## config.mk

```make
export PLATFORM = sky130hd
export DESIGN_NAME = hamming74_secded_enc_stream
export DESIGN_NICKNAME = d
export VERILOG_FILES = /design/src/rtl/hamming74_secded_enc_stream.sv
export SDC_FILE = /design/constraint.sdc
export NUM_CORES = 1
export LEC_CHECK = 0
export CAP_MARGIN = 20
export CORE_AREA = 5 5 60 62
export CTS_CLUSTER_SIZE = 10
export DETAILED_ROUTE_END_ITERATION = 8
export DIE_AREA = 0 0 65 67
export GPL_ROUTABILITY_DRIVEN = 0
export PLACE_DENSITY = 0.84
export RECOVER_POWER = 50
export SLEW_MARGIN = 20
export SYNTH_ARGS = -nofsm -noshare
export SYNTH_HDL_FRONTEND = slang
export SYNTH_SLANG_ARGS = --single-unit
```

## constraint.sdc

```tcl
create_clock -name i_clk -period 5 [get_ports i_clk]
set_clock_uncertainty 0.05 [all_clocks]
set_input_delay 1.5 -clock i_clk [delete_from_list [all_inputs] [get_ports i_clk]]
set_output_delay 1.5 -clock i_clk [all_outputs]
set_load 0.02 [all_outputs]
```

## src/rtl/hamming74_secded_enc_stream.sv

```systemverilog
// Streaming Hamming(7,4) SECDED encoder: one data word in, one codeword plus an overall parity bit out per nibble, LSB nibble first.
// Optional macro HAMMING_ERR_INJECT_EN adds i_inj_mask, which corrupts the nibble-0 codeword of the word it arrives with.
module hamming74_secded_enc_stream #(
  parameter int NIBBLES = 4,
  localparam int IDX_W = (NIBBLES > 1) ? $clog2(NIBBLES) : 1
) (
  input  logic                   i_clk,
  input  logic                   i_rst_n,
  input  logic                   i_valid,
  output logic                   o_ready,
  input  logic [4*NIBBLES-1:0]   i_data,
`ifdef HAMMING_ERR_INJECT_EN
  input  logic [7:0]             i_inj_mask,
`endif
  output logic                   o_valid,
  input  logic                   i_ready,
  output logic [6:0]             o_code,
  output logic                   o_parity,
  output logic                   o_last,
  output logic [IDX_W-1:0]       o_idx
);

  typedef enum logic {IDLE, SEND} state_t;

  state_t               state_q;
  logic [4*NIBBLES-1:0] word_q;
  logic [6:0]           code_q;
  logic                 parity_q;
  logic                 last_q;
  logic [IDX_W-1:0]     idx_q;

  logic                 accept;
  logic [IDX_W-1:0]     idx_inc;
  logic [3:0]           nib [NIBBLES];
  logic [6:0]           first_clean;
  logic [6:0]           first_code_d;
  logic                 first_parity_d;
  logic [6:0]           next_code_d;
  logic                 next_parity_d;
  logic                 next_last_d;

  function automatic logic [6:0] enc(input logic [3:0] d);
    logic p1, p2, p4;
    p1 = d[0] ^ d[1] ^ d[3];
    p2 = d[0] ^ d[2] ^ d[3];
    p4 = d[1] ^ d[2] ^ d[3];
    return {d[3], d[2], d[1], p4, d[0], p2, p1};
  endfunction

  generate
    for (genvar gi = 0; gi < NIBBLES; gi++) begin : g_nib
      assign nib[gi] = word_q[4*gi +: 4];
    end
  endgenerate

  assign o_valid  = (state_q == SEND);
  assign o_ready  = (state_q == IDLE) | (o_valid & i_ready & last_q);
  assign accept   = i_valid & o_ready;

  assign o_code   = code_q;
  assign o_parity = parity_q;
  assign o_last   = last_q;
  assign o_idx    = idx_q;

  // Nibble 0 is encoded straight from i_data so its codeword is ready the cycle after acceptance.
  assign first_clean = enc(i_data[3:0]);
`ifdef HAMMING_ERR_INJECT_EN
  assign first_code_d   = first_clean ^ i_inj_mask[6:0];
  assign first_parity_d = (^first_clean) ^ i_inj_mask[7];
`else
  assign first_code_d   = first_clean;
  assign first_parity_d = ^first_clean;
`endif

  assign idx_inc       = idx_q + IDX_W'(1);
  assign next_code_d   = enc(nib[idx_inc]);
  assign next_parity_d = ^next_code_d;
  assign next_last_d   = (idx_inc == IDX_W'(NIBBLES - 1));

  always_ff @(posedge i_clk or negedge i_rst_n) begin
    if (!i_rst_n) begin
      state_q  <= IDLE;
      word_q   <= '0;
      code_q   <= '0;
      parity_q <= 1'b0;
      last_q   <= 1'b0;
      idx_q    <= '0;
    end else begin
      case (state_q)
        IDLE: begin
          if (accept) begin
            state_q  <= SEND;
            word_q   <= i_data;
            code_q   <= first_code_d;
            parity_q <= first_parity_d;
            last_q   <= (NIBBLES == 1);
            idx_q    <= '0;
          end
        end
        SEND: begin
          if (i_ready) begin
            if (!last_q) begin
              idx_q    <= idx_inc;
              code_q   <= next_code_d;
              parity_q <= next_parity_d;
              last_q   <= next_last_d;
            end else if (i_valid) begin
              // Final handshake with a new word waiting: restart without an idle bubble.
              word_q   <= i_data;
              code_q   <= first_code_d;
              parity_q <= first_parity_d;
              last_q   <= (NIBBLES == 1);
              idx_q    <= '0;
            end else begin
              state_q  <= IDLE;
            end
          end
        end
        default: state_q <= IDLE;
      endcase
    end
  end

endmodule

```

==> summary.txt, run 1 <==
DRC marker count from the first detailed-route iteration: 25
Maximum VDD drop: 0.3886 mV
CP required: 3.45 ns
Transition time at the pin with the least slew margin: 1.477 ns
Share of synthesized area occupied by flip-flops and latches: 46.74%
Filler cell count in the final layout: 253
Setup CP Type: primary input to output port
Static leakage power: 0.0008499 uW
Max capacitance violation total: 0
Sort of element at the start of the critical path: primary input
Sort of element at the end of the critical path: output port
Die height: 67 um
Worst max-slew margin expressed relative to the limit: 1.509%
Clock buffer count from CTS: 3
Global-route wire length before repair: 4947 um
Drt via density: 5.482
Initial cell density of the core: 50.34%
All-layer global routing usage: 15.00%
DR vias: 910
Async set or reset register ratio after synthesis: 100.0%
Data arrival time of the worst path: 3.01 ns
Syn nets: 124
Maximum level of the CTS H-tree: 1
Register bit total from synthesis: 28
Maximum single-stage delay on the critical path: 0.64 ns
Average instance area after synthesis: 14.55 um2
Routed length on met2: 1378 um
Clock Sink Count: 28
Io pins: 33
Min-Delay Path Class: register to register
Post-CTS Repair Setup Buffers: 0
YS warnings: 0
Result of the run: finished clean
Unrepaired setup endpoints after global routing: false
Final hold slack: 0.4572 ns
Signed area change from the synthesized netlist to the final layout: 24.12%
WL/cell: 16.88 um
Post_cts resized: 0
Drc violations: 0
Cell type of the slowest stage on the worst timing path: sky130_fd_sc_hd__clkdlybuf4s50_1
Number of standard cells after synthesis: 103
Die area: 4355 um2
Estimated wirelength of the detail-placed design: 2206 um
Number of enable-type register cells in the synthesized netlist: 0
Fraction of layout instances using a drive strength above 1: 12.78%
Hold-fix buffers at CTS: 0
Gr ovfl total: 0
Post-route cell area: 1861 um2
Achievable Freq: 219.4 MHz
Highest-count cells in the layout ignoring fill and taps: 29 x sky130_fd_sc_hd__clkdlybuf4s50_1, 28 x sky130_fd_sc_hd__dfrtp_1, 15 x sky130_fd_sc_hd__mux2_1, 7 x sky130_fd_sc_hd__inv_1, 5 x sky130_fd_sc_hd__mux2_2
Bufs and invs on worst path: 2
Total of buffers placed on input and output ports: 32
Net total in the final layout: 155
Cell at the root of the clock tree: sky130_fd_sc_hd__clkbuf_4
Largest driver fanout on the critical path: 7
FP Rows: 20
TritonCTS clock tree: built
Clock latency on the worst-skew pair: 0.32 ns
Antenna violations before repair: 0
Final setup fails: 0
Final ANT Viol Nets: 0
Drt pass-1 iters: 4
Number of pins exceeding their max-slew limit in the final report: 0
Area taken by multi-input logic gates: 732.0 um2
Accumulated negative setup slack: 0 ns
Main synth FF type: sky130_fd_sc_hd__dfrtp_1
Number of distinct library cells after synthesis: 25
Post-layout min period: 4.558 ns
Top delay family on crit path: buffers and inverters
PwrDens: 720.5 nW/um2
Diodes inserted: 0
Number of global-route vias before repair: 1014
Cells traversed along the worst timing path: dlygate4sd3_1 -> a21bo_1 -> clkdlybuf4s50_1
Highest signal layer in the routed design: met4
Most common cell after layout, fill and taps aside: sky130_fd_sc_hd__clkdlybuf4s50_1
Combined area of all synthesized cells: 1499 um2
X dimension of the die: 65 um
Placed cell area: 1828 um2
Largest net degree at the start of global routing: 29
Number of hold-slack violations in the final timing report: 0
Final Routed Wirelength: 2802 um
Clock-pin slew of the registers on the worst-case setup and hold paths: 0.14 ns
Met1 Routed Length: 1279 um
Routed met3 length: 109 um
Register cell area after layout: 700.7 um2
Bufs on Longest Clock Path: 2
Final critical-path share of the clock period: 91.15%
Placeable core region: 2978 um2
[power breakdown]
group | switching (uW) | leakage, uW | internal (uW) | total (uW)
sequential | 71.3 | 0.000333 | 342 | 413
combinational | 309 | 0.000496 | 510 | 819
clock | 63.4 | 0.0000210 | 44.5 | 108
[Yosys cell counts (3+ instances only)]
master | number | area [um2]
sky130_fd_sc_hd__dfrtp_1 | 28 | 700.7
sky130_fd_sc_hd__mux2_1 | 15 | 168.9
sky130_fd_sc_hd__inv_1 | 7 | 26.28
sky130_fd_sc_hd__mux2_2 | 5 | 56.30
sky130_fd_sc_hd__mux2_4 | 4 | 60.06
sky130_fd_sc_hd__mux4_2 | 4 | 90.09
sky130_fd_sc_hd__nand3_1 | 4 | 20.02
sky130_fd_sc_hd__o221ai_1 | 4 | 35.03
sky130_fd_sc_hd__xnor3_1 | 4 | 90.09
sky130_fd_sc_hd__xor3_1 | 4 | 95.09
sky130_fd_sc_hd__clkbuf_1 | 3 | 11.26
sky130_fd_sc_hd__nand2_1 | 3 | 11.26
[cell families after synthesis]
kind of cell,after synthesis,share of synthesized area [%]
AND/OR/NAND/NOR,12,4.006
buffers and inverters,14,4.424
flip-flops,28,46.74
XOR/XNOR,8,12.35
multiplexers,29,25.71
adder cells (fa/ha/maj),1,0.8346
AO/OA/AOI/OAI,11,5.927
[registers in the layout (all words and copies together), names as in the netlist]
register and count:
o_code 7, o_idx 2, o_last 1, o_parity 1, o_valid 1, word_q 16
[layer usage]
metal  up-vias  track usage (%)
li1        434                -
met1       451            19.04
met2        21            26.18
met3         4            2.867
met4         0            3.958
met5         -                0
[worst paths after layout]
path,startpoint,endpoint,slack [ns],cells after the start
max in group asynchronous,i_rst_n,o_last,2.06,2
max,i_ready,o_ready,0.44,3
min in group asynchronous,i_rst_n,word_q[15],1.99,2
min,word_q[2],word_q[2],0.46,1
min reg2reg,word_q[2],word_q[2],0.46,1
max reg2reg,o_idx[0],o_code[4],2.74,5
[area by class of cell]
type                       instances  area share (%)
sequential                        28           37.66
tap                               33           2.219
multi-input combinational         61           39.34
timing repair buffer              33           17.42
inverter                           7           1.412
clock buffer                       4           1.950
[through the flow]
step | power (uW) | worst slack [ns] | std cells | utilization, %
detailed placement | 1250 | 0.5297 | 162 | 61.39
global route | 1439 | 0.3820 | 166 | 62.48
CTS | 1360 | 0.5231 | 166 | 62.61
floorplan | 1043 | 1.618 | 103 | -
finish | 1341 | 0.4423 | 166 | 62.48
global placement | 1224 | 0.5512 | 162 | 61.39
Note: power is estimated with default switching activity, not from simulation.
==> inputs of run 2 (changes only) <==
--- a/config.mk
+++ b/config.mk
@@ -6,10 +6,10 @@
 export NUM_CORES = 1
 export LEC_CHECK = 0
 export CAP_MARGIN = 20
-export CORE_AREA = 5 5 60 62
+export CORE_AREA = 2 2 57 59
 export CTS_CLUSTER_SIZE = 10
 export DETAILED_ROUTE_END_ITERATION = 8
-export DIE_AREA = 0 0 65 67
+export DIE_AREA = 0 0 59 61
 export GPL_ROUTABILITY_DRIVEN = 0
 export PLACE_DENSITY = 0.84
 export RECOVER_POWER = 50
==> run 2 against run 1 <==
Net effect: the flow now finishes with violations (capacitance limit, slew limit); register-to-register slack better by 0.03 ns; cell count stayed put; die area is 17% lower; combinational power is 0.9% higher; hold slack better by 0.0071 ns; fmax is 0.57% lower; non-clock buffer count stayed put; total power is 3.9% higher; critical endpoint unchanged; largest cell class unchanged; largest power group unchanged.
==> summary.txt, run 2 (synthesized netlist as in run 1, its figures left out) <==
Maximum VDD drop: 0.2957 mV (-24%)
X dimension of the die: 59 um (-9.2%)
Total of buffers placed on input and output ports: 32 (unchanged)
PwrDens: 741.9 nW/um2 (+3.0%)
Antenna violations before repair: 0 (unchanged)
Violations in the final reports: capacitance limit, slew limit
DRC marker count from the first detailed-route iteration: 11 (-56%)
Maximum level of the CTS H-tree: 1 (unchanged)
Post-layout min period: 4.584 ns (+0.02594 ns)
Final setup fails: 0 (unchanged)
TritonCTS clock tree: built
Data arrival time of the worst path: 3.03 ns (+0.02 ns)
Drc violations: 0 (unchanged)
FP Rows: 20 (unchanged)
CP required: 3.45 ns (about the same)
Drt via density: 5.614 (+2.4%)
Highest-count cells in the layout ignoring fill and taps: 28 x sky130_fd_sc_hd__clkdlybuf4s50_1, 28 x sky130_fd_sc_hd__dfrtp_1, 15 x sky130_fd_sc_hd__mux2_1, 7 x sky130_fd_sc_hd__inv_1, 5 x sky130_fd_sc_hd__mux2_2
Min-Delay Path Class: register to register
Gr ovfl total: 0 (unchanged)
Estimated wirelength of the detail-placed design: 2098 um (-4.9%)
Final ANT Viol Nets: 0 (unchanged)
Bufs on Longest Clock Path: 2 (unchanged)
Top reg by flops: word_q
Achievable Freq: 218.2 MHz (-0.57%)
Cell at the root of the clock tree: sky130_fd_sc_hd__clkbuf_4
Clock buffer count from CTS: 3 (unchanged)
Filler cell count in the final layout: 244 (-3.6%)
Net total in the final layout: 155 (unchanged)
Worst max-slew margin expressed relative to the limit: -0.3485% (-1.9 points)
Number of hold-slack violations in the final timing report: 0 (unchanged)
Static leakage power: 0.0008537 uW (+0.44%)
Signed area change from the synthesized netlist to the final layout: 25.21%
Sort of element at the start of the critical path: primary input
Initial cell density of the core: 50.76% (+0.43 points)
Result of the run: finished with violations
WL/cell: 16.65 um (-1.4%)
Final critical-path share of the clock period: 91.67% (+0.52 points)
Clock latency on the worst-skew pair: 0.34 ns (+0.02 ns)
Max capacitance violation total: 1 (+1)
Unrepaired setup endpoints after global routing: false
Design Power: 1392 uW (+3.9%)
DR vias: 932 (+2.4%)
Non-filler cells in the finished layout: 166 (unchanged)
Diodes inserted: 0 (unchanged)
All-layer global routing usage: 17.86% (+2.9 points)
Post-CTS Repair Setup Buffers: 0 (unchanged)
Largest net degree at the start of global routing: 29 (unchanged)
Die height: 61 um (-9.0%)
Die area: 3599 um2 (-17%)
Accumulated negative setup slack: 0 ns (unchanged)
Final hold slack: 0.4644 ns (+0.007104 ns)
Global-route wire length before repair: 4726 um (-4.5%)
Setup CP Type: primary input to output port
Hold-fix buffers at CTS: 0 (unchanged)
Clock-pin slew of the registers on the worst-case setup and hold paths: 0.16 ns (+0.02 ns)
Post_cts resized: 0 (unchanged)
Dpl cells: 162 (unchanged)
Number of pins exceeding their max-slew limit in the final report: 28 (+28)
Io pins: 33 (unchanged)
Largest register FFs: 16 (unchanged)
Fraction of layout instances using a drive strength above 1: 13.53% (+0.75 points)
Clock Sink Count: 28 (unchanged)
Number of global-route vias before repair: 1004 (-0.99%)
Largest driver fanout on the critical path: 7 (unchanged)
Final Routed Wirelength: 2764 um (-1.4%)
Sort of element at the end of the critical path: output port
Drt pass-1 iters: 4 (unchanged)
Transition time at the pin with the least slew margin: 1.505 ns (+0.02786 ns)
Placeable core region: 2953 um2 (-0.84%)
-- run 2: cell count changes in the layout (fill, tap and decap cells not counted) --
cell / change
sky130_fd_sc_hd__dlygate4sd3_1: +1
sky130_fd_sc_hd__clkbuf_8: -1
sky130_fd_sc_hd__bufinv_16: +1
sky130_fd_sc_hd__clkdlybuf4s50_1: -1
sky130_fd_sc_hd__o21ba_1: -1
sky130_fd_sc_hd__o21ba_2: +1
-- run 2: through the flow --
stage / area, um2 / worst slack, ns / util (%)
floorplan: 1499 / 1.618 / -
global placement: 1828 / 0.5560 / 61.91
detailed placement: 1828 / 0.5033 / 61.91
CTS: 1881 / 0.4957 / 63.69
global route: 1877 / 0.3766 / 63.56
finish: 1877 / 0.4164 / 63.56
-- run 2: worst max-delay path, cell delays in order --
cell	delay (ns)
sky130_fd_sc_hd__dlygate4sd3_1	0.62
sky130_fd_sc_hd__a21bo_1	0.26
sky130_fd_sc_hd__clkdlybuf4s50_1	0.65
-- run 2: final timing paths --
check                      depth (start not counted)  slack, ns  startpoint         end
max reg2reg                                        5       2.77    o_idx[0]   o_code[4]
max in group asynchronous                          2       2.04     i_rst_n   o_code[1]
min                                                1       0.46  word_q[15]  word_q[15]
max                                                3       0.42     i_ready     o_ready
min in group asynchronous                          2       1.98     i_rst_n    o_idx[1]
min reg2reg                                        1       0.46  word_q[15]  word_q[15]
-- run 2: area by class of cell --
| class | count | area, um2 | area share (%) |
|---|---|---|---|
| inverter | 7 | 26.28 | 1.400 |
| timing repair buffer | 33 | 324.1 | 17.27 |
| sequential | 28 | 700.7 | 37.33 |
| clock inverter | 1 | 30.03 | 1.600 |
| clock buffer | 3 | 22.52 | 1.200 |
| tap | 33 | 41.29 | 2.200 |
| multi-input combinational | 61 | 732.0 | 39.00 |
-- run 2: metal layers --
| layer | share of wire, % | global-route usage [%] |
|---|---|---|
| met1 | 43 | 22.70 |
| met2 | 54 | 31.59 |
| met3 | 2.8 | 2.559 |
| met4 | 0.87 | 5.844 |
| met5 | 0 | 0 |
-- run 2: report_power, final --
| group | total, uW | switching, uW | internal, uW | leakage [uW] |
|---|---|---|---|---|
| clock network | 151 | 69.7 | 81.1 | 0.0000279 |
| registers | 415 | 73.1 | 342 | 0.000333 |
| logic | 826 | 315 | 512 | 0.000493 |
